===== src/rtl/fetch_unit_pkg.sv =====
// Shared definitions for the instruction-fetch stage: FSM encoding and address mask.
package fetch_unit_pkg;

   typedef enum logic [1:0] {
      S_IDLE  = 2'd0,
      S_REQ   = 2'd1,
      S_DRAIN = 2'd2,
      S_FULL  = 2'd3
   } fetch_state_t;

   localparam logic [31:0] WORD_MASK = 32'hFFFF_FFFC;

endpackage


===== src/rtl/sat_counter.sv =====
// Saturating up-counter with synchronous clear; holds at all-ones.
module sat_counter #(
   parameter int W = 16
) (
   input  logic         clk,
   input  logic         rst,
   input  logic         clr,
   input  logic         inc,
   output logic [W-1:0] cnt
);

   always_ff @(posedge clk or posedge rst) begin
      if (rst)
         cnt <= '0;
      else if (clr)
         cnt <= '0;
      else if (inc && (cnt != '1))
         cnt <= cnt + W'(1);
   end

endmodule


===== src/rtl/fetch_unit.sv =====
// Instruction fetch: PC -> imem req/ack -> instruction register for decode.
// Flushed fetches still wait for their ack so memory sees a stable address.
module fetch_unit
   import fetch_unit_pkg::*;
#(
   parameter int CNT_W      = 16,
   parameter int RESET_HOLD = 1
) (
   input  logic             clk,
   input  logic             rst,
   input  logic [31:0]      pc_in,
   output logic             pc_adv,
   input  logic             flush,
   output logic             imem_req,
   output logic [31:0]      imem_addr,
   input  logic             imem_ack,
   input  logic [31:0]      imem_rdata,
   output logic             ir_valid,
   input  logic             ir_ready,
   output logic [31:0]      ir_data,
   output logic [31:0]      ir_pc,
   output logic [CNT_W-1:0] stall_cnt
);

   localparam logic [7:0] HOLD_M1 = (RESET_HOLD > 0) ? 8'(RESET_HOLD - 1) : 8'd0;

   fetch_state_t state;
   logic [7:0]   idle_cnt;
   logic [31:0]  fetch_pc;
   logic [31:0]  pc_word;
   logic         busy;

   assign pc_word   = pc_in & WORD_MASK;
   assign busy      = (state == S_REQ) || (state == S_DRAIN);
   // DRAIN keeps presenting the abandoned address until its ack returns.
   assign imem_addr = (state == S_REQ) ? pc_word : fetch_pc;
   assign pc_adv    = (state == S_REQ) && imem_ack && !flush;

   sat_counter #(.W(CNT_W)) u_stall (
      .clk (clk),
      .rst (rst),
      .clr (1'b0),
      .inc (busy && !imem_ack),
      .cnt (stall_cnt)
   );

   always_ff @(posedge clk or posedge rst) begin
      if (rst) begin
         state    <= S_IDLE;
         imem_req <= 1'b0;
         ir_valid <= 1'b0;
         ir_data  <= '0;
         ir_pc    <= '0;
         fetch_pc <= '0;
         idle_cnt <= '0;
      end else begin
         case (state)
            S_IDLE: begin
               if (idle_cnt >= HOLD_M1) begin
                  state    <= S_REQ;
                  imem_req <= 1'b1;
               end else begin
                  idle_cnt <= idle_cnt + 8'd1;
               end
            end
            S_REQ: begin
               fetch_pc <= pc_word;
               if (imem_ack && !flush) begin
                  ir_data  <= imem_rdata;
                  ir_pc    <= pc_word;
                  ir_valid <= 1'b1;
                  imem_req <= 1'b0;
                  state    <= S_FULL;
               end else if (!imem_ack && flush) begin
                  state    <= S_DRAIN;
               end
            end
            S_DRAIN: begin
               if (imem_ack)
                  state <= S_REQ;
            end
            S_FULL: begin
               // flush and ready both release the register; flush just wins logically.
               if (flush || ir_ready) begin
                  ir_valid <= 1'b0;
                  imem_req <= 1'b1;
                  state    <= S_REQ;
               end
            end
            default: begin
               state    <= S_IDLE;
               imem_req <= 1'b0;
            end
         endcase
      end
   end

endmodule


===== config.mk =====
export PLATFORM = sky130hd
export DESIGN_NAME = fetch_unit
export DESIGN_NICKNAME = d
export VERILOG_FILES = /design/src/rtl/fetch_unit_pkg.sv /design/src/rtl/sat_counter.sv /design/src/rtl/fetch_unit.sv
export SDC_FILE = /design/constraint.sdc
export NUM_CORES = 1
export LEC_CHECK = 0
export CORE_MARGIN = 3
export CORE_UTILIZATION = 43
export DETAILED_ROUTE_END_ITERATION = 7
export PLACE_DENSITY = 0.79
export REMOVE_ABC_BUFFERS = 1
export SLEW_MARGIN = 20
export SYNTH_ARGS = -nofsm -noshare
export SYNTH_HDL_FRONTEND = slang
export SYNTH_SLANG_ARGS = --single-unit
export TNS_END_PERCENT = 100

===== constraint.sdc =====
create_clock -name clk -period 4 [get_ports clk]
set_clock_uncertainty 0.05 [all_clocks]
set_input_delay 0.6 -clock clk [delete_from_list [all_inputs] [get_ports clk]]
set_output_delay 0.6 -clock clk [all_outputs]
set_load 0.01 [all_outputs]

==> After elaboration in Yosys (flattened, before gate mapping) <==
Cells that the tools add are included.
{ "op_classes": {"addsub": 2, "order_cmp": 1, "n_eq_ne": 9, "muxes": 14, "bitwise_logic": 1, "reduce_logical": 18} }
{ "op_table": {"columns": ["op", "count"], "rows": [
  ["$mux 32", 1],
  ["$add 16x1->16 const B", 1],
  ["$ne 16x16->1 const B", 1],
  ["$mux 2", 5],
  ["$add 8x1->8 const B", 1],
  ["$ge 8x1->1 const B", 1],
  ["$pmux 2 s4", 1],
  ["$reduce_and 4->1", 2],
  ["$logic_and 1x1->1", 6],
  ["$ne 2x2->1 const B", 3],
  ["$mux 1", 5],
  ["$eq 2x2->1 const B", 2],
  ["$reduce_and 2->1", 2],
  ["$ne 3x1->1 const B", 1],
  ["$pmux 1 s3", 1],
  ["$reduce_and 3->1", 1],
  ["$reduce_bool 3->1", 1],
  ["$eq 2x1->1 const B", 1],
  ["$logic_not 1->1", 2],
  ["$logic_not 2->1", 1],
  ["$logic_or 1x1->1", 2],
  ["$ne 2x1->1 const B", 1],
  ["$pmux 1 s2", 1],
  ["$reduce_bool 2->1", 1],
  ["$not 1->1", 1]
]} }
{ "word_totals": {"register_bits": 122, "input_bits": 69, "out_inout_bits": 115, "word_cells": 53} }

==> Longest topological paths before layout <==
Gate-level depths: netlist of the first run.
{ "logic_depth": {"word_depth": 5, "mapped_depth": 10, "depth_no_buf": 7} }

==> By module <==
A second synthesis of the first run with hierarchy kept.
{ "hier_totals": {"hier_cells": 335, "area_unflattened_um2": 5021.1} }
{ "by_module_without_submodules": {"columns": ["module", "n_inst", "cells_each", "area_per_inst_um2", "seq_area_each_um2"], "rows": [
  ["fetch_unit", 1, 234, 4088.9, 2452.4],
  ["sat_counter", 1, 101, 932.1, 400.4]
]} }

==> Worst setup path after synthesis of the first run <==
Ideal clock, no wire load.
{ "synth_path": {"path_type": "reg-to-output", "start": "register state[1]", "end": "output port pc_adv", "arrival_time_ns": 1.486, "required_time_ns": 3.350, "slack_ns": 1.864, "path_stages_with_launch": 9, "path_buffers": 3, "path_cell_list": "dfrtp_1 inv_1 ha_1 buf_2 nand2_1 or2_1 buf_2 inv_2 buf_2"} }
{ "synth_via": {"elab_chain_len": 3} }
{ "synth_rtl": {"columns": ["element", "line", "text"], "rows": [
  ["start: declaration", "fetch_unit.sv:27", "fetch_state_t state;"],
  ["start signal: assignment", "fetch_unit.sv:49", "state <= S_IDLE;"],
  ["start signal: assignment", "fetch_unit.sv:60", "state <= S_REQ;"],
  ["start signal: assignment", "fetch_unit.sv:73", "state <= S_FULL;"],
  ["$eq 2x1->1", "fetch_unit.sv:37", "assign pc_adv = (state == S_REQ) && imem_ack && !flush;"],
  ["$logic_and 1x1->1 (2 in a row)", "fetch_unit.sv:37", null],
  ["end: declaration", "fetch_unit.sv:12", "output logic pc_adv,"]
]} }
No other way between the ends.

==> Worst setup path after layout of the first run <==
{ "layout_path": {"start": "register state[1]", "end": "output port imem_addr[25]"} }
{ "layout_via": {"elab_chain_len": 2} }
{ "layout_rtl": {"columns": ["element", "line", "text"], "rows": [
  ["$eq 2x1->1", "fetch_unit.sv:36", "assign imem_addr = (state == S_REQ) ? pc_word : fetch_pc;"],
  ["$mux 32", null, null],
  ["end: declaration", "fetch_unit.sv:15", "output logic [31:0] imem_addr,"]
]} }
No other way between the ends.

==> out/results.ini, run 1 <==
[run_status]
status=finished, final reports clean

[global_routing]
grt_first_pass_wirelength_um=19850
overflow=0
antenna_found_initial=0
grt_max_degree=64
grt_pass1_vias=3940
grtUsageTotal=0.2139

[yosys]
async_flop_share=1.000
synth_xor_area_frac=0.01324
syn_area_um2=4632
yosysUniqueCellTypes=43
synth-edff-count=0
synthAdderAreaFrac=0.01351
synthMuxAreaShare=0.08725
synth_top_family_by_area=simple AND/OR/NAND/NOR gates
synth_compound_area_frac=0.02809
syn_inst=447
ys_ff_latch=114
yosys.area_share.simple=0.2150
yosys_warnings=0
yosysSeqAreaShare=0.6159
synth_ff_type=dfrtp_1
syn_area_per_cell_um2=10.36

[placed_design]
dpl.hpwl_um=8710
io_buffer_count=179
routabilityCongestion=0.8052

[floorplan]
row_count=37
die_y_um=109.8
start_util=0.4447
dieWidth_um=109.8
design.core.area_um2=10420
ios=184
die_area_um2=12050

[worst_setup_path]
setup.worst_path.start_class=flip-flop
worstPathMaxFanout=16
crit_required_ns=3.35
end_kind=primary output
crit_arrival_ns=2.58
critPathKind=reg2out

[final_layout]
n_antenna_cell=0
layout.nets=707
utilization=0.6876
area_growth_pct=54.62
drive_above_1_share=0.1254

[worst_hold_path]
hp-class=reg2reg

[detailed_routing]
vias=3902
drcViolationCount=0
dr.pass1.iters=4
drt_iter0_markers=210
postRouteAntennaNets=0
post_drt_wl_per_cell_um=16.21
via_per_inst=4.990
wirelength_um=12680

[power_and_ir_drop]
swShare=0.3148
total_power_mw=5.769
p_seq_frac=0.329
comb_power_share=0.406
internal_power_mw=3.953
vdd_drop_max_mv=0.4077
pwr-share-clk=0.266
p_per_area_nw_per_um2=805.5
p_leak_nw=3.308
p_switching_mw=1.816

[cts]
cts_sinks=114
clk_path_buf_depth=2
root_buffer=clkbuf_8
clk_pin_slew_ns=0.06
htreeDepth=4
clock_latency_ns=0.49
numCtsBuffers=17
holdBufCountCts=0
cts_setup_buffers=0
post_cts_resized=0
tritoncts=built

[job]
maxCapViolations=0

[sta]
hold_viol_final=0
slew_headroom=0.5004
grt_setup_unrepaired=no
fmax_ghz=0.3093
setup_violations=0
drv_slew=0
worst_pin_slew_ns=0.7494
finalCritPeriodShare=0.8084
min_period_ns=3.233
fin_setup_tns_ns=0

[cells in the mapped netlist (2+ instances only)]
cell | number | area (µm²)
a21oi_1 | 6 | 30.03
a31oi_1 | 2 | 12.51
and3_1 | 4 | 25.02
buf_2 | 10 | 50.05
buf_4 | 2 | 15.01
clkbuf_1 | 6 | 22.52
dfrtp_1 | 114 | 2853
ha_1 | 5 | 62.56
inv_1 | 7 | 26.28
mux2_2 | 34 | 382.9
nand2_1 | 196 | 735.7
nand2b_1 | 3 | 18.77
nand3_1 | 6 | 30.03
nand4_1 | 4 | 25.02
nor2_1 | 8 | 30.03
nor2b_1 | 3 | 18.77
nor3_1 | 2 | 10.01
nor3b_1 | 2 | 15.01
o21ai_0 | 4 | 20.02
xnor2_1 | 4 | 35.03
xor2_1 | 3 | 26.28
[registers in the layout, summed over array words and instances, names as in the netlist]
register     count
fetch_pc        32
imem_req         1
ir_data         32
u_stall.cnt     16
state            2
ir_valid         1
ir_pc           30
[cell usage in the layout (no fill, tap or decap), types with 2 or more instances in the layout]
| cell type | count |
|---|---|
| clkbuf_16 | 16 |
| clkinv_2 | 4 |
| nand2b_1 | 3 |
| conb_1 | 2 |
| o21ai_0 | 4 |
| clkinvlp_4 | 4 |
| nor2b_1 | 3 |
| nor3_1 | 2 |
| clkdlybuf4s50_1 | 179 |
| a21oi_1 | 6 |
| a31oi_1 | 2 |
| dfrtp_1 | 114 |
| xor2_1 | 3 |
| nand4_1 | 4 |
| nand3_1 | 6 |
| buf_4 | 6 |
| nor3b_1 | 2 |
| mux2_2 | 34 |
| inv_1 | 6 |
| ha_1 | 4 |
| and3_1 | 4 |
| nor2_1 | 8 |
| nand2_1 | 196 |
| xnor2_1 | 4 |
| bufinv_16 | 4 |
[path summary, 6_finish.rpt]
| kind | endpoint | from | cells after the start | slack [ns] |
|---|---|---|---|---|
| max in group asynchronous | fetch_pc[17]$_DFF_PP0_ | rst | 3 | 2.45 |
| min reg2reg | ir_data[11]$_DFFE_PP0P_ | ir_data[11]$_DFFE_PP0P_ | 2 | 0.42 |
| max | imem_addr[25] | state[1]$_DFFE_PP0P_ | 5 | 0.77 |
| min in group asynchronous | fetch_pc[26]$_DFF_PP0_ | rst | 2 | 0.54 |
| max reg2reg | ir_pc[19]$_DFFE_PP0P_ | state[1]$_DFFE_PP0P_ | 8 | 1.71 |
| min | ir_data[11]$_DFFE_PP0P_ | ir_data[11]$_DFFE_PP0P_ | 2 | 0.42 |
[kinds of logic after synthesis]
kind of cell	count (synthesis)
mux	36
simple gates	237
buf+inv	27
xor+xnor	7
flops	114
other cells	1
fa+ha+maj	5
compound gates	20
[worst max-delay path, stage by stage, from the launching register on]
cell and delay (ns):
dfrtp_1 0.44, inv_1 0.09, ha_2 0.34, buf_4 0.31, mux2_2 0.38, clkdlybuf4s50_1 0.51
[power groups by stage]
stage | clock network (mW) | logic [mW] | registers [mW]
floorplan | 0 | 0.850 | 2.04
global placement | 0 | 2.30 | 1.89
detailed placement | 0 | 2.35 | 1.91
CTS | 1.57 | 2.37 | 1.90
global route | 1.62 | 2.52 | 1.96
finish | 1.53 | 2.34 | 1.90
[cell type report]
class,count,area (µm²)
Multi-Input combinational cell,307,1664
Tap cell,136,170.2
Fill cell,786,3254
Inverter,8,32.53
Clock buffer,18,417.9
Timing Repair Buffer,185,1837
Sequential cell,114,2853
Clock inverter,14,187.7
[stage by stage]
stage               setup WS (ns)  area, µm²  hold WS (ns)  cells
floorplan                  0.2968       4544        0.4634    429
global placement            1.083       6556        0.4070    750
detailed placement          1.074       6556        0.4117    750
CTS                        0.7167       7162        0.4259    782
global route               0.6510       7162        0.4439    782
finish                     0.7666       7162        0.4214    782
[per-layer routing]
| metal | up-vias | global-route usage | wire (µm) |
|---|---|---|---|
| met3 | 18 | 0.06988 | 1104 |
| li1 | 1819 | - | - |
| met1 | 1901 | 0.2609 | 5117 |
| met5 | - | 0 | 0 |
| met4 | 0 | 0.07391 | 130 |
| met2 | 164 | 0.3562 | 6323 |
Power figures use the tool's default switching activity.
==> run 2: changes to the inputs <==
==> constraint.sdc (replaced) <==
create_clock -name clk -period 3.2 [get_ports clk]
set_clock_uncertainty 0.05 [all_clocks]
set_input_delay 0.48 -clock clk [delete_from_list [all_inputs] [get_ports clk]]
set_output_delay 0.48 -clock clk [all_outputs]
set_load 0.01 [all_outputs]
==> out/results.ini, run 2 (same netlist as run 1, synthesis figures left out) <==
[floorplan]
row_count=37  ; unchanged
dieWidth_um=109.8  ; unchanged
ios=184  ; unchanged
die_y_um=109.8  ; unchanged
start_util=0.4447  ; unchanged
die_area_um2=12050  ; unchanged
design.core.area_um2=10420  ; unchanged

[cts]
tritoncts=built  ; unchanged
cts_setup_buffers=0  ; unchanged
holdBufCountCts=0  ; unchanged
htreeDepth=4  ; unchanged
root_buffer=clkbuf_8  ; unchanged
numCtsBuffers=17  ; unchanged
clk_path_buf_depth=2  ; unchanged
clk_pin_slew_ns=0.05  ; was 0.06 ns
cts_sinks=114  ; unchanged
clock_latency_ns=0.50  ; was 0.49 ns

[power_and_ir_drop]
p_leak_nw=3.320  ; was 3.308 nW
p_per_area_nw_per_um2=1004  ; was 805.5 nW/µm²
vdd_drop_max_mv=0.4100  ; was 0.4077 mV

[global_routing]
grt_pass1_vias=4118  ; was 3940
overflow=0  ; unchanged
grt_max_degree=64  ; unchanged
grtUsageTotal=0.2162  ; was 0.2139
grt_first_pass_wirelength_um=20130  ; was 19850 µm
antenna_found_initial=0  ; unchanged

[final_layout]
top_regs=fetch_pc: 32 flops, ir_data: 32 flops, ir_pc: 30 flops  ; unchanged
final_cell_mix=nand2_1 (196), clkdlybuf4s50_1 (179), dfrtp_1 (114), mux2_2 (34), clkbuf_16 (16)  ; unchanged
mostFrequentLayoutCell=nand2_1  ; unchanged
layout.nets=708  ; was 707
n_antenna_cell=0  ; unchanged
area_growth_pct=54.81  ; was 54.62%
drive_above_1_share=0.1252  ; was 0.1254

[placed_design]
io_buffer_count=179  ; unchanged
dpl.hpwl_um=8666  ; was 8710 µm
routabilityCongestion=0.8378  ; was 0.8052
place_ws_ns=0.4919  ; was 1.074 ns

[sta]
min_period_ns=2.946
drv_slew=0  ; unchanged
finalCritPeriodShare=0.9208
grt_setup_unrepaired=no  ; unchanged
slew_headroom=0.5359  ; was 0.5004
setup_ws_ns=0.2536  ; was 0.7666 ns
worst_pin_slew_ns=0.6961  ; was 0.7494 ns
setup_violations=0  ; unchanged
fmax_ghz=0.3394
hold_viol_final=0  ; unchanged
holdWs_ns=0.3637  ; was 0.4214 ns

[detailed_routing]
wirelength_um=12580  ; was 12680 µm
vias=3898  ; was 3902
drt_iter0_markers=209  ; was 210
drcViolationCount=0  ; unchanged
post_drt_wl_per_cell_um=16.07  ; was 16.21 µm
dr.pass1.iters=4  ; unchanged
via_per_inst=4.978  ; was 4.990
postRouteAntennaNets=0  ; unchanged

[worst_setup_path]
critPathKind=reg2out  ; unchanged
rr_worst_depth=8  ; unchanged
crit_arrival_ns=2.42  ; was 2.58 ns
r2r_slack_ns=0.97  ; was 1.71 ns
crit_required_ns=2.67  ; was 3.35 ns
end_kind=primary output  ; unchanged
setup.worst_path.start_class=flip-flop  ; unchanged
worstPathMaxFanout=12  ; was 16

[job]
maxCapViolations=0  ; unchanged

[run_status]
status=finished, final reports clean  ; unchanged

[worst_hold_path]
hp-class=in2async  ; was reg2reg

-- run 2: cell count changes in the layout (fill, tap and decap cells not counted) --
cell,before,now
clkinv_2,4,6
clkinv_4,1,0
clkinvlp_4,4,2
clkbuf_1,1,2
buf_12,0,1
inv_6,1,0
clkbuf_8,1,3
ha_4,0,1
ha_2,1,0
bufinv_16,4,3
-- run 2: worst max-delay path: stages, from the launching register on --
cell and delay [ns]:
dfrtp_1 0.45, inv_1 0.12, ha_4 0.26, buf_4 0.24, mux2_2 0.37, clkdlybuf4s50_1 0.49
-- run 2: power breakdown --
part | internal [mW] | switching (mW) | total [mW]
sequential | 2.06 | 0.319 | 2.38
combinational | 1.65 | 1.31 | 2.96
clock | 1.22 | 0.638 | 1.86
-- run 2: cell type report --
| cell class | count | area (µm²) |
|---|---|---|
| fill | 792 | 3246 |
| sequential | 114 | 2853 |
| timing repair buffer | 186 | 1857 |
| multi-input combinational | 307 | 1674 |
| clock buffer | 21 | 449.2 |
| tap | 136 | 170.2 |
| clock inverter | 11 | 135.1 |
| inverter | 8 | 32.53 |
-- run 2: path summary, 6_finish.rpt --
| path | startpoint | endpoint |
|---|---|---|
| setup / recovery | state[1]$_DFFE_PP0P_ | imem_addr[24] |
| hold / removal | rst | ir_pc[26]$_DFFE_PP0P_ |
| hold reg to reg | ir_data[30]$_DFFE_PP0P_ | ir_data[30]$_DFFE_PP0P_ |
| min in group clk | ir_data[30]$_DFFE_PP0P_ | ir_data[30]$_DFFE_PP0P_ |
| setup reg to reg | state[1]$_DFFE_PP0P_ | ir_data[15]$_DFFE_PP0P_ |
| max in group asynchronous | rst | ir_pc[6]$_DFFE_PP0P_ |
-- run 2: timing repair --
item                       4_1_cts  5_1_grt
setup endpoints to repair        0        1
resized for setup                0        1
hold endpoints to repair         0        0
-- run 2: per-layer routing --
metal | global-route usage | routed length [µm] | part of all wire | vias up
met4 | 0.08281 | 173 | 0.014 | 0
li1 | - | - | - | 1813
met2 | 0.3562 | 6245 | 0.50 | 172
met5 | 0 | 0 | 0 | -
met1 | 0.2649 | 5046 | 0.40 | 1895
met3 | 0.06870 | 1116 | 0.089 | 18
-- run 2: per-stage QoR --
step	instance area, µm²	instances	TNS, ns	utilization	power, mW
after floorplan	4544	429	-51.21	-	3.613
after global placement	6576	751	0	0.6314	5.255
after detailed placement	6576	751	0	0.6314	5.362
after CTS	7161	783	0	0.6874	7.260
after global routing	7171	783	0	0.6884	7.620
final	7171	783	0	0.6884	7.196
